File: config.mk
export PLATFORM = sky130hd
export DESIGN_NAME = pc_stack_sequencer_flat
export DESIGN_NICKNAME = d
export VERILOG_FILES = /design/src/rtl/pc_stack_sequencer_if.sv /design/src/rtl/pc_stack_sequencer.sv /design/src/flat_wrapper.sv
export SDC_FILE = /design/constraint.sdc
export NUM_CORES = 1
export LEC_CHECK = 0
export ABC_CLOCK_PERIOD_IN_PS = 8000
export BUFFER_PORTS_ARGS = -buffer_cell sky130_fd_sc_hd__buf_2
export CORE_MARGIN = 5
export CORE_UTILIZATION = 55
export DETAILED_ROUTE_END_ITERATION = 8
export PLACE_DENSITY = 0.74
export SKIP_LAST_GASP = 1
export SLEW_MARGIN = 25
export SYNTH_ARGS = -nofsm -noshare
export SYNTH_HDL_FRONTEND = slang
export SYNTH_SLANG_ARGS = --single-unit
File: constraint.sdc
create_clock -name clock -period 8 [get_ports clock]
set_input_delay 1.2 -clock clock [delete_from_list [all_inputs] [get_ports clock]]
set_output_delay 1.2 -clock clock [all_outputs]
set_load 0.005 [all_outputs]
File: src/rtl/pc_stack_sequencer_if.sv
// Bus between cpu_control and the PC/address-stack sequencer.
// master = control side, slave = sequencer side.
interface pc_stack_sequencer_if #(parameter int DEPTH = 4);
   localparam int SPW = $clog2(DEPTH);

   logic [2:0]     cycle;
   logic [2:0]     pc_write_enable;
   logic [1:0]     pc_next_sel;
   logic [3:0]     data;
   logic [3:0]     inst_operand;
   logic [3:0]     reg_value;
   logic           inc_inhibit;
   logic           push;
   logic           pop;
   logic [3:0]     addr_out;
   logic [11:0]    pc;
   logic [SPW-1:0] sp;
   logic           overflow;
   logic           underflow;

   modport master (
      output cycle, pc_write_enable, pc_next_sel, data, inst_operand, reg_value,
             inc_inhibit, push, pop,
      input  addr_out, pc, sp, overflow, underflow
   );

   modport slave (
      input  cycle, pc_write_enable, pc_next_sel, data, inst_operand, reg_value,
             inc_inhibit, push, pop,
      output addr_out, pc, sp, overflow, underflow
   );
endinterface

File: src/rtl/pc_stack_sequencer.sv
// Program counter plus return-address stack: serializes the PC onto the
// address nibble, increments it nibble-serially, applies nibble writes, push/pop.
module pc_stack_sequencer #(
   parameter int DEPTH = 4
) (
   input logic                 clock,
   input logic                 reset_n,
   pc_stack_sequencer_if.slave bus
);
   localparam int SPW = $clog2(DEPTH);
   localparam logic [1:0] PC_FROM_DATA = 2'd0;
   localparam logic [1:0] PC_FROM_INST = 2'd1;
   localparam logic [1:0] PC_FROM_REG  = 2'd2;

   logic [11:0]    level [DEPTH];
   logic [SPW-1:0] sp, sp_up, sp_dn;
   logic [SPW-1:0] depth_cnt;
   logic           inc_carry, inc_en;
   logic           overflow, underflow;
   logic [11:0]    cur, inc_pc, wr_pc;
   logic           carry_nxt;
   logic [3:0]     src;
   logic           src_ok;
   logic           do_push, do_pop;
   logic           carry_in;

   assign cur      = level[sp];
   assign sp_up    = sp + SPW'(1);
   assign sp_dn    = sp - SPW'(1);
   assign do_push  = bus.push && (bus.cycle == 3'd2);
   assign do_pop   = bus.pop  && (bus.cycle == 3'd6);
   assign carry_in = inc_carry & inc_en;

   assign bus.pc        = cur;
   assign bus.sp        = sp;
   assign bus.overflow  = overflow;
   assign bus.underflow = underflow;

   always_comb begin
      bus.addr_out = 4'h0;
      case (bus.cycle)
         3'd0:    bus.addr_out = cur[3:0];
         3'd1:    bus.addr_out = cur[7:4];
         3'd2:    bus.addr_out = cur[11:8];
         default: bus.addr_out = 4'h0;
      endcase
   end

   always_comb begin
      inc_pc    = cur;
      carry_nxt = 1'b0;
      case (bus.cycle)
         3'd0: if (!bus.inc_inhibit) {carry_nxt, inc_pc[3:0]} = {1'b0, cur[3:0]} + 5'd1;
         3'd1: {carry_nxt, inc_pc[7:4]} = {1'b0, cur[7:4]} + {4'd0, carry_in};
         3'd2: inc_pc[11:8] = cur[11:8] + {3'd0, carry_in};
         default: carry_nxt = 1'b0;
      endcase

      src    = 4'h0;
      src_ok = 1'b1;
      case (bus.pc_next_sel)
         PC_FROM_DATA: src = bus.data;
         PC_FROM_INST: src = bus.inst_operand;
         PC_FROM_REG:  src = bus.reg_value;
         default:      src_ok = 1'b0;
      endcase

      // Writes win over the increment; a written nibble never carries out.
      wr_pc = inc_pc;
      if (src_ok) begin
         if (bus.pc_write_enable[0]) wr_pc[3:0]  = src;
         if (bus.pc_write_enable[1]) wr_pc[7:4]  = src;
         if (bus.pc_write_enable[2]) wr_pc[11:8] = src;
         if ((bus.pc_write_enable[0] && bus.cycle == 3'd0) ||
             (bus.pc_write_enable[1] && bus.cycle == 3'd1))
            carry_nxt = 1'b0;
      end
   end

   always_ff @(posedge clock or negedge reset_n) begin
      if (!reset_n) begin
         for (int i = 0; i < DEPTH; i++) level[i] <= '0;
         sp        <= '0;
         depth_cnt <= '0;
         inc_carry <= 1'b0;
         inc_en    <= 1'b0;
         overflow  <= 1'b0;
         underflow <= 1'b0;
      end else begin
         inc_carry <= carry_nxt;
         if (bus.cycle == 3'd0) inc_en <= ~bus.inc_inhibit;
         if (do_push) begin
            // Return address keeps the finished increment; the new level starts
            // from it and takes this edge's writes.
            level[sp]    <= inc_pc;
            level[sp_up] <= wr_pc;
            sp           <= sp_up;
            if (depth_cnt == SPW'(DEPTH - 1)) overflow <= 1'b1;
            else                              depth_cnt <= depth_cnt + SPW'(1);
         end else begin
            level[sp] <= wr_pc;
            if (do_pop) begin
               sp <= sp_dn;
               if (depth_cnt == '0) underflow <= 1'b1;
               else                 depth_cnt <= depth_cnt - SPW'(1);
            end
         end
      end
   end
endmodule

File: src/flat_wrapper.sv
// flat-port wrapper written by rule: the top's interface ports become plain ports
module pc_stack_sequencer_flat 
#(
   parameter int DEPTH = 4
)
  (clock, reset_n, bus_cycle, bus_pc_write_enable, bus_pc_next_sel, bus_data, bus_inst_operand, bus_reg_value, bus_inc_inhibit, bus_push, bus_pop, bus_addr_out, bus_pc, bus_sp, bus_overflow, bus_underflow);
  pc_stack_sequencer_if #(.DEPTH(DEPTH)) bus_i ();
  input logic clock;
  input logic reset_n;
  input wire logic [$bits(bus_i.cycle)-1:0] bus_cycle;
  input wire logic [$bits(bus_i.pc_write_enable)-1:0] bus_pc_write_enable;
  input wire logic [$bits(bus_i.pc_next_sel)-1:0] bus_pc_next_sel;
  input wire logic [$bits(bus_i.data)-1:0] bus_data;
  input wire logic [$bits(bus_i.inst_operand)-1:0] bus_inst_operand;
  input wire logic [$bits(bus_i.reg_value)-1:0] bus_reg_value;
  input wire logic [$bits(bus_i.inc_inhibit)-1:0] bus_inc_inhibit;
  input wire logic [$bits(bus_i.push)-1:0] bus_push;
  input wire logic [$bits(bus_i.pop)-1:0] bus_pop;
  output wire logic [$bits(bus_i.addr_out)-1:0] bus_addr_out;
  output wire logic [$bits(bus_i.pc)-1:0] bus_pc;
  output wire logic [$bits(bus_i.sp)-1:0] bus_sp;
  output wire logic [$bits(bus_i.overflow)-1:0] bus_overflow;
  output wire logic [$bits(bus_i.underflow)-1:0] bus_underflow;
  assign bus_i.cycle = bus_cycle;
  assign bus_i.pc_write_enable = bus_pc_write_enable;
  assign bus_i.pc_next_sel = bus_pc_next_sel;
  assign bus_i.data = bus_data;
  assign bus_i.inst_operand = bus_inst_operand;
  assign bus_i.reg_value = bus_reg_value;
  assign bus_i.inc_inhibit = bus_inc_inhibit;
  assign bus_i.push = bus_push;
  assign bus_i.pop = bus_pop;
  assign bus_addr_out = bus_i.addr_out;
  assign bus_pc = bus_i.pc;
  assign bus_sp = bus_i.sp;
  assign bus_overflow = bus_i.overflow;
  assign bus_underflow = bus_i.underflow;
  pc_stack_sequencer #(.DEPTH(DEPTH)) u_core (.clock(clock), .reset_n(reset_n), .bus(bus_i));
endmodule
# Word-level counts from Yosys, hierarchy flattened
# Index checks and enable logic that the tools add are counted.
classes:
  n_addsub: 7
  n_lt_le_gt_ge: 4
  n_eq_ne: 8
  n_mux: 32
  bitwise: 5
  n_reduce_logical: 15
ops:
  columns: ["operator", "n"]
  rows:
  - ["48-bit bitwise mux", 3]
  - ["12-bit two-way mux", 5]
  - ["12-bit demux with 2-bit select", 2]
  - ["48-bit two-way mux", 1]
  - ["4-bit two-way mux", 7]
  - ["12-bit binary-select mux with 2-bit select", 1]
  - ["4-bit case mux with 3 select lines", 2]
  - ["2-bit two-way mux", 6]
  - ["3-bit >= comparator (second input constant)", 2]
  - ["1-bit logical AND", 6]
  - ["3-bit by 1-bit less-than comparator with 1-bit output (second input constant)", 2]
  - ["2-bit inverter with 3-bit output", 2]
  - ["3-bit AND reduction", 2]
  - ["4-bit by 1-bit adder with 5-bit output", 1]
  - ["4-bit by 1-bit adder with 5-bit output (second input constant)", 1]
  - ["2-bit by 1-bit adder with 2-bit output (second input constant)", 2]
  - ["4-bit by 1-bit adder with 4-bit output", 1]
  - ["2-bit == test (second input constant)", 2]
  - ["2-bit logical NOT", 2]
  - ["1-bit two-way mux", 4]
  - ["2-bit by 1-bit subtractor with 2-bit output (second input constant)", 2]
  - ["3-bit by 1-bit == test with 1-bit output (second input constant)", 1]
  - ["3-bit by 2-bit == test with 1-bit output (second input constant)", 1]
  - ["3-bit == test (second input constant)", 1]
  - ["other kinds (11)", 12]
word_totals:
  regBits: 56
  inputBits: 25
  output_inout_bits: 20

# Logic depth before layout (Yosys ltp)
depth:
  ltp_word: 11
  depth_mapped: 11
  depth_no_buf: 9

# Worst setup path after synthesis
# OpenSTA, ideal clock, no wires.
synth_path:
  kind: "input to output"
  from: "in bus_cycle[0]"
  to: "out bus_addr_out[1]"
  arrival_ns: 1.803
  required_ns: 6.800
  slack_ns: 4.997
  cell_stages: 5
  path_cell_list: "buf_2 > mux2i_1 > nor2_1 > a21oi_1 > nor2_1"
synth_via:
  elab_chain_len: 2
  word_cells_on_any_way: 4
  cone_classes: "2 x eq/ne; 1 x mux; 1 x reduce/logical"
synth_lines:
  columns: ["item", "line_no", "source"]
  rows:
  - ["start, declared", "flat_wrapper.sv:10", "input wire logic [$bits(bus_i.cycle)-1:0] bus_cycle;"]
  - ["3-bit by 2-bit == test with 1-bit output (tied with other cells)", "pc_stack_sequencer.sv:41", "case (bus.cycle)"]
  - ["4-bit case mux with 3 select lines *", "pc_stack_sequencer.sv:41", null]
  - ["end, declared", "flat_wrapper.sv:19", "output wire logic [$bits(bus_i.addr_out)-1:0] bus_addr_out;"]
# Mark *: on every way between the ends. The rest lies on a longest branch, timed or not.

# Worst setup path in the final report
layout_path:
  from: "reg u_core.sp[0], in the netlist u_core.bus.sp[0]"
  to: "out bus_addr_out[2]"
layout_via:
  elab_chain_len: 5
layout_lines:
  columns: ["item", "line_no", "source"]
  rows:
  - ["start, declared", "pc_stack_sequencer.sv:16", "logic [SPW-1:0] sp, sp_up, sp_dn;"]
  - ["start signal, assigned", "pc_stack_sequencer.sv:97", "sp <= sp_up;"]
  - ["start signal, assigned", "pc_stack_sequencer.sv:103", "sp <= sp_dn;"]
  - ["2-bit inverter with 3-bit output (not written as such)", "pc_stack_sequencer.sv:27", "assign cur = level[sp];"]
  - ["12-bit binary-select mux with 2-bit select", "pc_stack_sequencer.sv:27", null]
  - ["12-bit two-way mux (not written as such) (2 in series)", "pc_stack_sequencer.sv:27", null]
  - ["4-bit case mux with 3 select lines", "pc_stack_sequencer.sv:41", null]
# Every way passes these cells. The select of a mux whose other input is x is not followed.

==> flow_summary_export.csv <==
group,metric,value,unit
run_status,status,"finished, final reports clean",
die,rows,31,
power_and_ir_drop,p_int,0.879,mW
power_and_ir_drop,clkPwrFrac,9.7,%
yosys,synth_top_family_by_area,"compound AO/OA/AOI/OAI gates",
timing,setup_viol,0,
yosys,synth_xor_xnor_area_share,1.54,%
grt,track_usage,28.9,%
worst_hold_path,min_path_cells,1,
timing,rsz0062_at_grt,"no",
power_and_ir_drop,p_switching,0.844,mW
cts,cts_root_buf,"clkbuf_8",
timing,final_hold_viol_count,0,
cts,cts_made_buffers,5,
critical_path,critical-path-slowest-cell,"dfrtp_1",
layout,fin_nets,499,
power_and_ir_drop,power.density,396,mW/mm^2
yosys,syn_area_per_cell,9.12,um^2
layout,antenna_cells,0,
yosys,postSynth.asyncResetShare,100,%
yosys,synth_mux_area_share,13.9,%
die,core_area,0.00718,mm^2
timing,drv_slew,0,
power_and_ir_drop,p_leak,1.94,nW
critical_path,ff2ff_setup_slack,4.51,ns
layout,utilization,60.6,%
cts,post_cts_resized,0,
grt,grt_max_degree,57,
critical_path,crit_type,"flop to output pin",
critical_path,critPathBufInv,1,
layout,fin_area,0.00435,mm^2
yosys,synth_compound_area_share,25.0,%
cts,clockBufferDepth,2,
routing,routedWlPerCell,22.0,um
yosys,yosys.area.top_type,"dfrtp_1",
worst_hold_path,worst_hold_path.endpoint,"u_core.bus.underflow",
cts,clkTransAtPathRegs,0.10,ns
worst_hold_path,hold_class,"flop to flop",
layout,areaGrowthSynthToFinish,8.87,%
timing,post-route-period-util,47.5,%
critical_path,path_max_fanout,19,
yosys,synth-edff-count,0,
yosys,synth_seq_cells,56,
timing,period_minus_slack,3.80,ns
timing,finClkSkew,0.00769,ns
grt,first_global_vias,3674,
yosys,synth_fa_ha_area_share,2.82,%
yosys,ys_seq_area_share,35.1,%
cts,cts.sinks,56,
die,start_util,55.6,%
critical_path,slowest_delay,0.95,ns
cts,cts_tree,"yes",
cts,hold_buffers,0,
critical_path,endpoint_kind,"output pin",
yosys,synthFlopType,"dfrtp_1",
grt,antenna_found_initial,0,
grt,grt.overflow.total,0,
critical_path,r2r_end,"u_core.level[22]",
critical_path,path_cells,"mux4_1 > mux2i_1 > nor2_1 > a21oi_1 > nor2_1 > buf_2",
die,die_w,95.2,um
routing,drt-vias-per-instance,6.69,
critical_path,cpMostUsedCell,"nor2_1",
routing,drt_pass1_iterations,6,
routing,drc_errors,0,
cts,post_cts_buffers,0,
yosys,ys_warn_count,0,
place,io_buffers,44,
cts,htree_levels,2,
critical_path,crit_family,"multiplexers",
timing,tightest_slew,0.965,ns
yosys,synth_top_cell_area_share,35.1,%
flow_run,drv_cap,0,
die,fp.dieH,95.2,um
critical_path,start_kind,"flop",
grt,grt_pass1_wl,20.1,mm
yosys,syn_nets,472,
critical_path,ff2ff_path_depth,9,
yosys,synthSimpleGateAreaFrac,17.7,%
layout,multi_input_area,0.00245,mm^2
layout,nFillCells,644,
power_and_ir_drop,seq_power_share,30.1,%
critical_path,r2r-start,"u_core.bus.sp[0]",
routing,drt_wl_total,12.4,mm
yosys,syn_inst,438,
routing,drt_iter0_drc,434,
critical_path,critical_path_required,6.80,ns
power_and_ir_drop,power.share.switching,49.0,%
worst_hold_path,hold_path.startpoint,"u_core.bus.underflow",
timing,fmax,263,MHz
critical_path,crit_arrival,2.60,ns
place,routabilityCongestion,0.983,
place,placed_area,0.00425,mm^2
timing,tns,0,ns
cts,insertion_delay,0.31,ns
yosys,ys_top_cells_by_area,"dfrtp_1 (35%), mux4_1 (5.9%), nand2_1 (5.8%)",
place,hpwl,8.98,mm
yosys,synth_area,0.00399,mm^2
timing,slew_headroom,35.0,%
layout,drive_above_1_share,15.9,%
critical_path,crit_path_start,"u_core.bus.sp[0]",
die,pin_count,45,
yosys,synth.distinct_cells,61,
power_and_ir_drop,combPwrFrac,60.2,%
power_and_ir_drop,vdd_drop_max,0.170,mV
routing,final_antenna_net_count,0,
layout,seqCellArea,0.00140,mm^2
die,fp.dieArea,0.00906,mm^2
routing,vias,3782,
-- metal layers --
| metal | global-route usage (%) | wire length (um) |
|---|---|---|
| met1 | 41.2 | 5200 |
| met4 | 9.01 | 307 |
| met5 | 0 | 0 |
| met3 | 5.92 | 1270 |
| met2 | 44.4 | 5620 |
-- cells in the final DEF (no fill, tap or decap), types with 6 or more instances in the layout --
cell type and instances:
a221o_1 6, a21o_1 10, o221ai_1 13, a32oi_1 6, ha_1 8, nor3_1 10, a22oi_1 8, mux2i_1 17
dfrtp_1 56, mux4_1 9, o21ai_0 29, a21oi_1 37, and2_1 10, o22ai_1 7, buf_2 44, clkbuf_8 6
nand2_1 62, nor2_1 41
-- worst max-delay path by stage --
stage | end | depth (start not counted)
2_1_floorplan | bus_addr_out[1] | 5
3_3_place_gp | u_core.level[27] | 8
3_5_place_dp | bus_addr_out[2] | 6
4_1_cts | bus_addr_out[2] | 6
5_1_grt | bus_addr_out[2] | 6
6_report | bus_addr_out[2] | 6
-- logic make-up (layout without fill, tap and decap cells) --
kind of cell    Yosys count  count (layout)
simple gates            150             150
compound gates          148             148
flops                    56              56
mux                      34              34
buf+inv                  34              62
fa+ha+maj                 9               9
xor+xnor                  7               7
-- power by group through the flow --
stage / Clock, mW / Sequential (mW) / Combinational, mW
2_1_floorplan: 0 / 0.454 / 0.770
3_3_place_gp: 0 / 0.518 / 0.994
3_5_place_dp: 0 / 0.521 / 1.01
4_1_cts: 0.169 / 0.515 / 1.02
5_1_grt: 0.179 / 0.532 / 1.13
6_report: 0.167 / 0.519 / 1.04
-- state kept, by name, indices dropped and copies added, names as in the netlist --
| register | flops |
|---|---|
| u_core.inc_carry | 1 |
| u_core.inc_en | 1 |
| u_core.bus.sp | 2 |
| u_core.depth_cnt | 2 |
| u_core.bus.overflow | 1 |
| u_core.bus.underflow | 1 |
| u_core.level | 48 |
-- stage by stage --
step                setup slack (ns)  std cells  hold slack (ns)  power [mW]
global route                    4.04        565            0.507        1.85
global placement                4.59        557            0.440        1.51
floorplan                       5.00        438            0.442        1.22
CTS                             4.20        565            0.479        1.70
detailed placement              4.56        557            0.453        1.54
finish                          4.20        565            0.475        1.72
-- layout make-up --
type / count / share of cell area, %
Inverter: 6 / 0.518
Clock inverter: 1 / 0.173
Timing Repair Buffer: 48 / 5.76
Tap cell: 99 / 2.85
Clock buffer: 7 / 1.99
Sequential cell: 56 / 32.2
Multi-Input combinational cell: 348 / 56.5
-- cell usage after synthesis (all sizes together), types with 2 or more instances --
master,n
a21o,10
xor2,5
nor3b,4
mux4,13
mux2i,18
or3,2
o211ai,2
inv,6
o2bb2ai,3
ha,9
clkbuf,20
dfrtp,56
mux2,3
o21ai,33
a31oi,3
and2,10
o21bai,2
nor2,41
a22oi,8
nor4,2
a22o,2
nand2,62
o22ai,7
a21oi,37
nor2b,5
o221ai,13
a32oi,6
xnor2,2
a221oi,4
nand2b,3
buf,8
and3,2
a32o,2
a221o,6
a211oi,3
nand3,2
nor4bb,2
nor3,10
nand4,3
-- worst register-to-register path, stage by stage, from the launching register on --
cell	delay, ns
dfrtp_1	0.95
mux4_1	0.80
ha_1	0.28
ha_1	0.18
nor4bb_1	0.15
xor2_1	0.49
mux2_2	0.31
o21ai_0	0.08
nand2_1	0.08
a22o_1	0.12
Note: power is estimated with default switching activity, not from simulation.
